==> config.mk <==
export PLATFORM = sky130hd
export DESIGN_NAME = stump_control
export DESIGN_NICKNAME = d
export VERILOG_FILES = /design/src/rtl/stump_pkg.sv /design/src/rtl/stump_cond_eval.sv /design/src/rtl/stump_control.sv
export SDC_FILE = /design/constraint.sdc
export NUM_CORES = 1
export LEC_CHECK = 0
export ABC_AREA = 1
export CORE_AREA = 2 2 62 64
export CTS_BUF_LIST = sky130_fd_sc_hd__clkbuf_16
export DETAILED_ROUTE_END_ITERATION = 12
export DIE_AREA = 0 0 64 66
export HOLD_SLACK_MARGIN = 0.1
export PLACE_DENSITY = 0.74
export SLEW_MARGIN = 10
export SYNTH_ARGS = -nofsm -noshare
export SYNTH_HDL_FRONTEND = slang
export SYNTH_SLANG_ARGS = --single-unit
==> constraint.sdc <==
create_clock -name clk -period 2.1 [get_ports clk]
set_clock_uncertainty 0.2 [all_clocks]
set_input_delay 0.42 -clock clk [delete_from_list [all_inputs] [get_ports clk]]
set_output_delay 0.42 -clock clk [all_outputs]
set_load 0.005 [all_outputs]
==> src/rtl/stump_pkg.sv <==
// Shared Stump definitions: ALU function codes, opcodes, condition codes and
// control-FSM state encodings.
package stump_pkg;

    typedef enum logic [2:0] {
        FN_ADD = 3'b000,
        FN_ADC = 3'b001,
        FN_SUB = 3'b010,
        FN_SBC = 3'b011,
        FN_AND = 3'b100,
        FN_OR  = 3'b101,
        FN_RS6 = 3'b110,
        FN_RS7 = 3'b111
    } alu_fn_e;

    typedef enum logic [2:0] {
        OP_ADD  = 3'b000,
        OP_ADC  = 3'b001,
        OP_SUB  = 3'b010,
        OP_SBC  = 3'b011,
        OP_AND  = 3'b100,
        OP_OR   = 3'b101,
        OP_LDST = 3'b110,
        OP_BCC  = 3'b111
    } opcode_e;

    typedef enum logic [3:0] {
        CC_AL = 4'd0,  CC_NV = 4'd1,  CC_HI = 4'd2,  CC_LS = 4'd3,
        CC_CC = 4'd4,  CC_CS = 4'd5,  CC_NE = 4'd6,  CC_EQ = 4'd7,
        CC_VC = 4'd8,  CC_VS = 4'd9,  CC_PL = 4'd10, CC_MI = 4'd11,
        CC_GE = 4'd12, CC_LT = 4'd13, CC_GT = 4'd14, CC_LE = 4'd15
    } cond_e;

    typedef enum logic [1:0] {
        ST_FETCH   = 2'b00,
        ST_EXECUTE = 2'b01,
        ST_MEMORY  = 2'b10
    } state_e;

    function automatic logic is_alu_op(input logic [2:0] op);
        return op <= OP_OR;
    endfunction

endpackage

==> src/rtl/stump_cond_eval.sv <==
// Branch condition evaluation against condition codes {N,Z,V,C}.
module stump_cond_eval
    import stump_pkg::*;
(
    input  logic [3:0] cond,
    input  logic [3:0] cc,
    output logic       taken
);

    logic n, z, v, c;

    assign n = cc[3];
    assign z = cc[2];
    assign v = cc[1];
    assign c = cc[0];

    always_comb begin
        taken = 1'b0;
        case (cond_e'(cond))
            CC_AL: taken = 1'b1;
            CC_NV: taken = 1'b0;
            CC_HI: taken = ~c & ~z;
            CC_LS: taken = c | z;
            CC_CC: taken = ~c;
            CC_CS: taken = c;
            CC_NE: taken = ~z;
            CC_EQ: taken = z;
            CC_VC: taken = ~v;
            CC_VS: taken = v;
            CC_PL: taken = ~n;
            CC_MI: taken = n;
            CC_GE: taken = (n == v);
            CC_LT: taken = (n != v);
            CC_GT: taken = ~z & (n == v);
            CC_LE: taken = z | (n != v);
            default: taken = 1'b0;
        endcase
    end

endmodule

==> src/rtl/stump_control.sv <==
// Stump control unit: FETCH/EXECUTE/MEMORY sequencer, instruction decode and
// condition-code register.
module stump_control
    import stump_pkg::*;
#(
    parameter logic [15:0] IR_RESET = 16'h0000
) (
    input  logic        clk,
    input  logic        rst_n,
    input  logic [15:0] mem_rdata,
    input  logic [3:0]  flags_in,
    output logic        fetch,
    output logic        execute,
    output logic        memory,
    output logic [15:0] ir,
    output logic [2:0]  func,
    output logic        imm_sel,
    output logic [15:0] imm,
    output logic [1:0]  shift_op,
    output logic [3:0]  cc,
    output logic        pc_inc,
    output logic        reg_write,
    output logic [2:0]  dest,
    output logic        mem_ren,
    output logic        mem_wen
);

    state_e      state_q, state_d;
    logic [15:0] ir_q, ir_d;
    logic [3:0]  cc_q, cc_d;

    logic [2:0]  op;
    logic        op_type;
    logic        s_bit;
    logic        taken;

    assign op      = ir_q[15:13];
    assign op_type = ir_q[12];
    assign s_bit   = ir_q[11];

    stump_cond_eval u_cond (
        .cond  (ir_q[11:8]),
        .cc    (cc_q),
        .taken (taken)
    );

    always_comb begin
        state_d = state_q;
        ir_d    = ir_q;
        cc_d    = cc_q;
        case (state_q)
            ST_FETCH: begin
                ir_d    = mem_rdata;
                state_d = ST_EXECUTE;
            end
            ST_EXECUTE: begin
                if (is_alu_op(op) && s_bit) cc_d = flags_in;
                state_d = (op == OP_LDST) ? ST_MEMORY : ST_FETCH;
            end
            ST_MEMORY: state_d = ST_FETCH;
            default:   state_d = ST_FETCH;
        endcase
    end

    always_ff @(posedge clk) begin
        if (!rst_n) begin
            state_q <= ST_FETCH;
            ir_q    <= IR_RESET;
            cc_q    <= '0;
        end else begin
            state_q <= state_d;
            ir_q    <= ir_d;
            cc_q    <= cc_d;
        end
    end

    assign fetch    = (state_q == ST_FETCH);
    assign execute  = (state_q == ST_EXECUTE);
    assign memory   = (state_q == ST_MEMORY);
    assign ir       = ir_q;
    assign cc       = cc_q;
    assign imm_sel  = op_type | (op == OP_BCC);
    assign imm      = (op == OP_BCC) ? {{8{ir_q[7]}}, ir_q[7:0]} : {{11{ir_q[4]}}, ir_q[4:0]};
    assign shift_op = op_type ? 2'b00 : ir_q[1:0];
    assign func     = (execute && is_alu_op(op)) ? op : FN_ADD;
    assign dest     = (execute && op == OP_BCC) ? 3'd7 : ir_q[10:8];

    // Strobes are gated by rst_n so nothing fires while reset is held,
    // even when the state register still shows MEMORY.
    always_comb begin
        pc_inc    = 1'b0;
        mem_ren   = 1'b0;
        mem_wen   = 1'b0;
        reg_write = 1'b0;
        if (rst_n) begin
            case (state_q)
                ST_FETCH: begin
                    pc_inc  = 1'b1;
                    mem_ren = 1'b1;
                end
                ST_EXECUTE: begin
                    if (is_alu_op(op))    reg_write = 1'b1;
                    else if (op == OP_BCC) reg_write = taken;
                end
                ST_MEMORY: begin
                    if (s_bit) mem_wen = 1'b1;
                    else begin
                        mem_ren   = 1'b1;
                        reg_write = 1'b1;
                    end
                end
                default: ;
            endcase
        end
    end

endmodule
==> impl_results.md <==
* Outcome: completed
* Leakage at between 1 and 1.5 nW
* Post-detailed-route count of antenna-violating nets at 0
* Mux cell area share after synthesis at 0%
* Worst hold stages at 2
* Critical Path Start: state_q[0]
* Layout cells sized above 1 at between 20% and 30%
* Later-pin clock latency in the skew report at ~0.25 ns
* Chip width at between 60 and 70 µm
* Fin nets at 317
* Post-synth net total at between 200 and 250
* Commonest non-fill, non-tap cells in the layout: clkdlybuf4s50_1 (49), nand2_1 (38), buf_4 (37)
* CP startpoint kind: flop
* Synth cell types at 20
* CTS max path bufs at 2
* #FFs+latches synth at 22
* GRT overflow at 0
* Worst r2r dst: ir[10]
* Placed Area at 2180 µm²
* Chain of cells forming the critical path: inv_1 > ha_2 > clkdlybuf4s50_1
* Hold Fails Final Rpt at 0
* Row count at 22
* Post-Synth XOR/XNOR Area at 0%
* Design area at ~2400 µm²
* Worst hold path type: reg -> reg
* Drt drc at 0
* Vias in the first global route at between 1000 and 1500
* Final wirelength at roughly 3600 µm
* Initial DRC count at 68
* Critical path endpoint category: output port
* # H-tree levels at 1
* Main combinational cell family by area after synthesis: simple AND/OR/NAND/NOR gates
* Req. time, crit path at around 1.5 ns
* Synth warn at 0
* Height of the die at around 66 µm
* Synth Area in Compound Gates at 13.5%
* Total GRT Usage at around 17%
* Max VDD drop at 349 µV
* R2r setup slk at around 0.52 ns
* First-pass GRT wire length at approximately 6000 µm
* FF-to-FF Start: state_q[1]
* DR vias at approximately 1500
* Via density at between 4 and 5
* Hold_ws at around 0.30 ns
* Worst-path clk slew at ~0.06 ns
* CTS Buf Count at 3
* Worst setup path end: memory
* Fill count at between 300 and 400
* Max-Cap Viols at 0
* Adder-cell share of the synthesized area at 3.00%
* Full die area at ~4200 µm²
* Sequential area share after synthesis at a little over a third
* Slew @ Worst Pin at 0.242 ns
* Commonest non-fill, non-tap cell in the layout: clkdlybuf4s50_1
* Core Area at around 3600 µm²
* WS Path Type: reg -> out
* Hold Buf Count CTS at 0
* Worst-path maximum fanout at 3
* Final setup viols at 0
* I/O Buffers at 73
* Clk root buf: clkbuf_16
* Synthesized area per cell at between 6 and 7 µm²
* N_diodes at 0
* Routed len/inst at 10.6 µm
* Area growth, synth to finish at 89.0%
* Post-detail-place hpwl at ~2800 µm
* GPL Wtd Cong at about 0.90
* CTS tree: built
* Power, Total at approximately 1.3 mW
* PD cells at between 500 and 600 nW/µm²
* Largest net degree at the start of global routing at 14
* Clock tree sinks at 22
* Non-Filler Instances at between 300 and 400
* Fmax at just under 500 MHz
* Tcrit/Tclk final at 96.5%
* Arrival @ worst endpoint at between 1 and 1.5 ns
* CP peak stage delay at about 0.5 ns
* Ports at between 70 and 80
* Post-Syn Instances at between 150 and 200
* Post-route minimum period at roughly 2.0 ns
* Initial antenna violation count at 0
* Crit-path slowest cell: clkdlybuf4s50_1
* Post-Synth Simple-Gate Area at 30.2%
* Drt pass-1 iters at 4
* Cell count of the worst reg-to-reg path at 8
* RSZ-0062 raised after global routing: true
* Mapped cell area at 1250 µm²
* Cells after DPL at 330
* Fin. max-slew vios at 0
* Initial Util at 35.2%
* Rel. slew slack at 83.8%
## registers in the layout, summed over array words and instances, names as in the netlist
name	cells
state_q	2
cc	4
ir	16
## metrics by stage
stage          setup TNS [ns]  utilization [%]  setup WS (ns)
4_1_cts                     0             65.5        0.00283
2_1_floorplan               0                -          0.321
5_1_grt               -0.0341             66.5        -0.0228
3_3_place_gp           -0.794             61.4         -0.248
6_report                    0             66.5         0.0728
3_5_place_dp           -0.885             61.4         -0.272
## cell usage after synthesis (all sizes together)
library cell  number  share of area (%)
nor2              30                 11
or2                1               0.50
nand3              9                4.4
nor4               1               0.50
a21oi             11                4.7
inv               28                8.4
o21ai             22                8.8
clkbuf             4                1.2
buf               14                8.1
clkinv             1               0.30
ha                 3                3.0
dfxtp             22                 35
nand2             47                 14
## worst max-delay path, delay by kind of cell (launching register included)
kind,cells,cell delay (ns)
buffers and inverters,2,0.62
adders and majority gates,1,0.21
DFF,1,0.34
## logic make-up (layout without fill, tap and decap cells)
group           Yosys count  count (layout)
flops                    22              22
compound gates           33              33
simple gates             88              89
fa+ha+maj                 3               3
buf+inv                  47             144
## area by class of cell
type	instances	area (µm²)	share of cell area, %
sequential	22	458	19.4
clock inverter	1	3.75	0.159
tap	48	60.1	2.54
timing repair buffer	111	996	42.2
multi-input combinational	125	658	27.9
clock buffer	3	75.1	3.18
inverter	29	111	4.71
## worst min-delay path by stage
stage / from / endpoint / slack [ns]
6_report: ir[1] / ir[1] / 0.30
5_1_grt: ir[13] / state_q[1] / 0.33
4_1_cts: ir[1] / ir[1] / 0.30
3_5_place_dp: ir[1] / ir[1] / 0.29
3_3_place_gp: ir[0] / ir[0] / 0.28
2_1_floorplan: ir[13] / state_q[1] / 0.24
## power breakdown
group	switching [mW]	leakage, nW	internal (mW)
clock network	0.144	0.0385	0.254
registers	0.0325	0.186	0.453
logic	0.166	0.981	0.247
total	0.342	1.21	0.954
## per-layer routing
| layer | part of all wire, % | global-route usage (%) | up-vias |
|---|---|---|---|
| met4 | 0.81 | 3.80 | 0 |
| met3 | 6.1 | 3.07 | 4 |
| li1 | - | - | 777 |
| met2 | 52 | 32.8 | 46 |
| met5 | 0 | 0 | - |
| met1 | 41 | 20.2 | 652 |
## timing repair
item,4_1_cts,5_1_grt
pin swaps,1,2
resized for setup,55,14
setup endpoints to repair,22,7
buffers inserted,3,1
cloned,1,0
No activity file was read; power rests on OpenSTA's default activity.
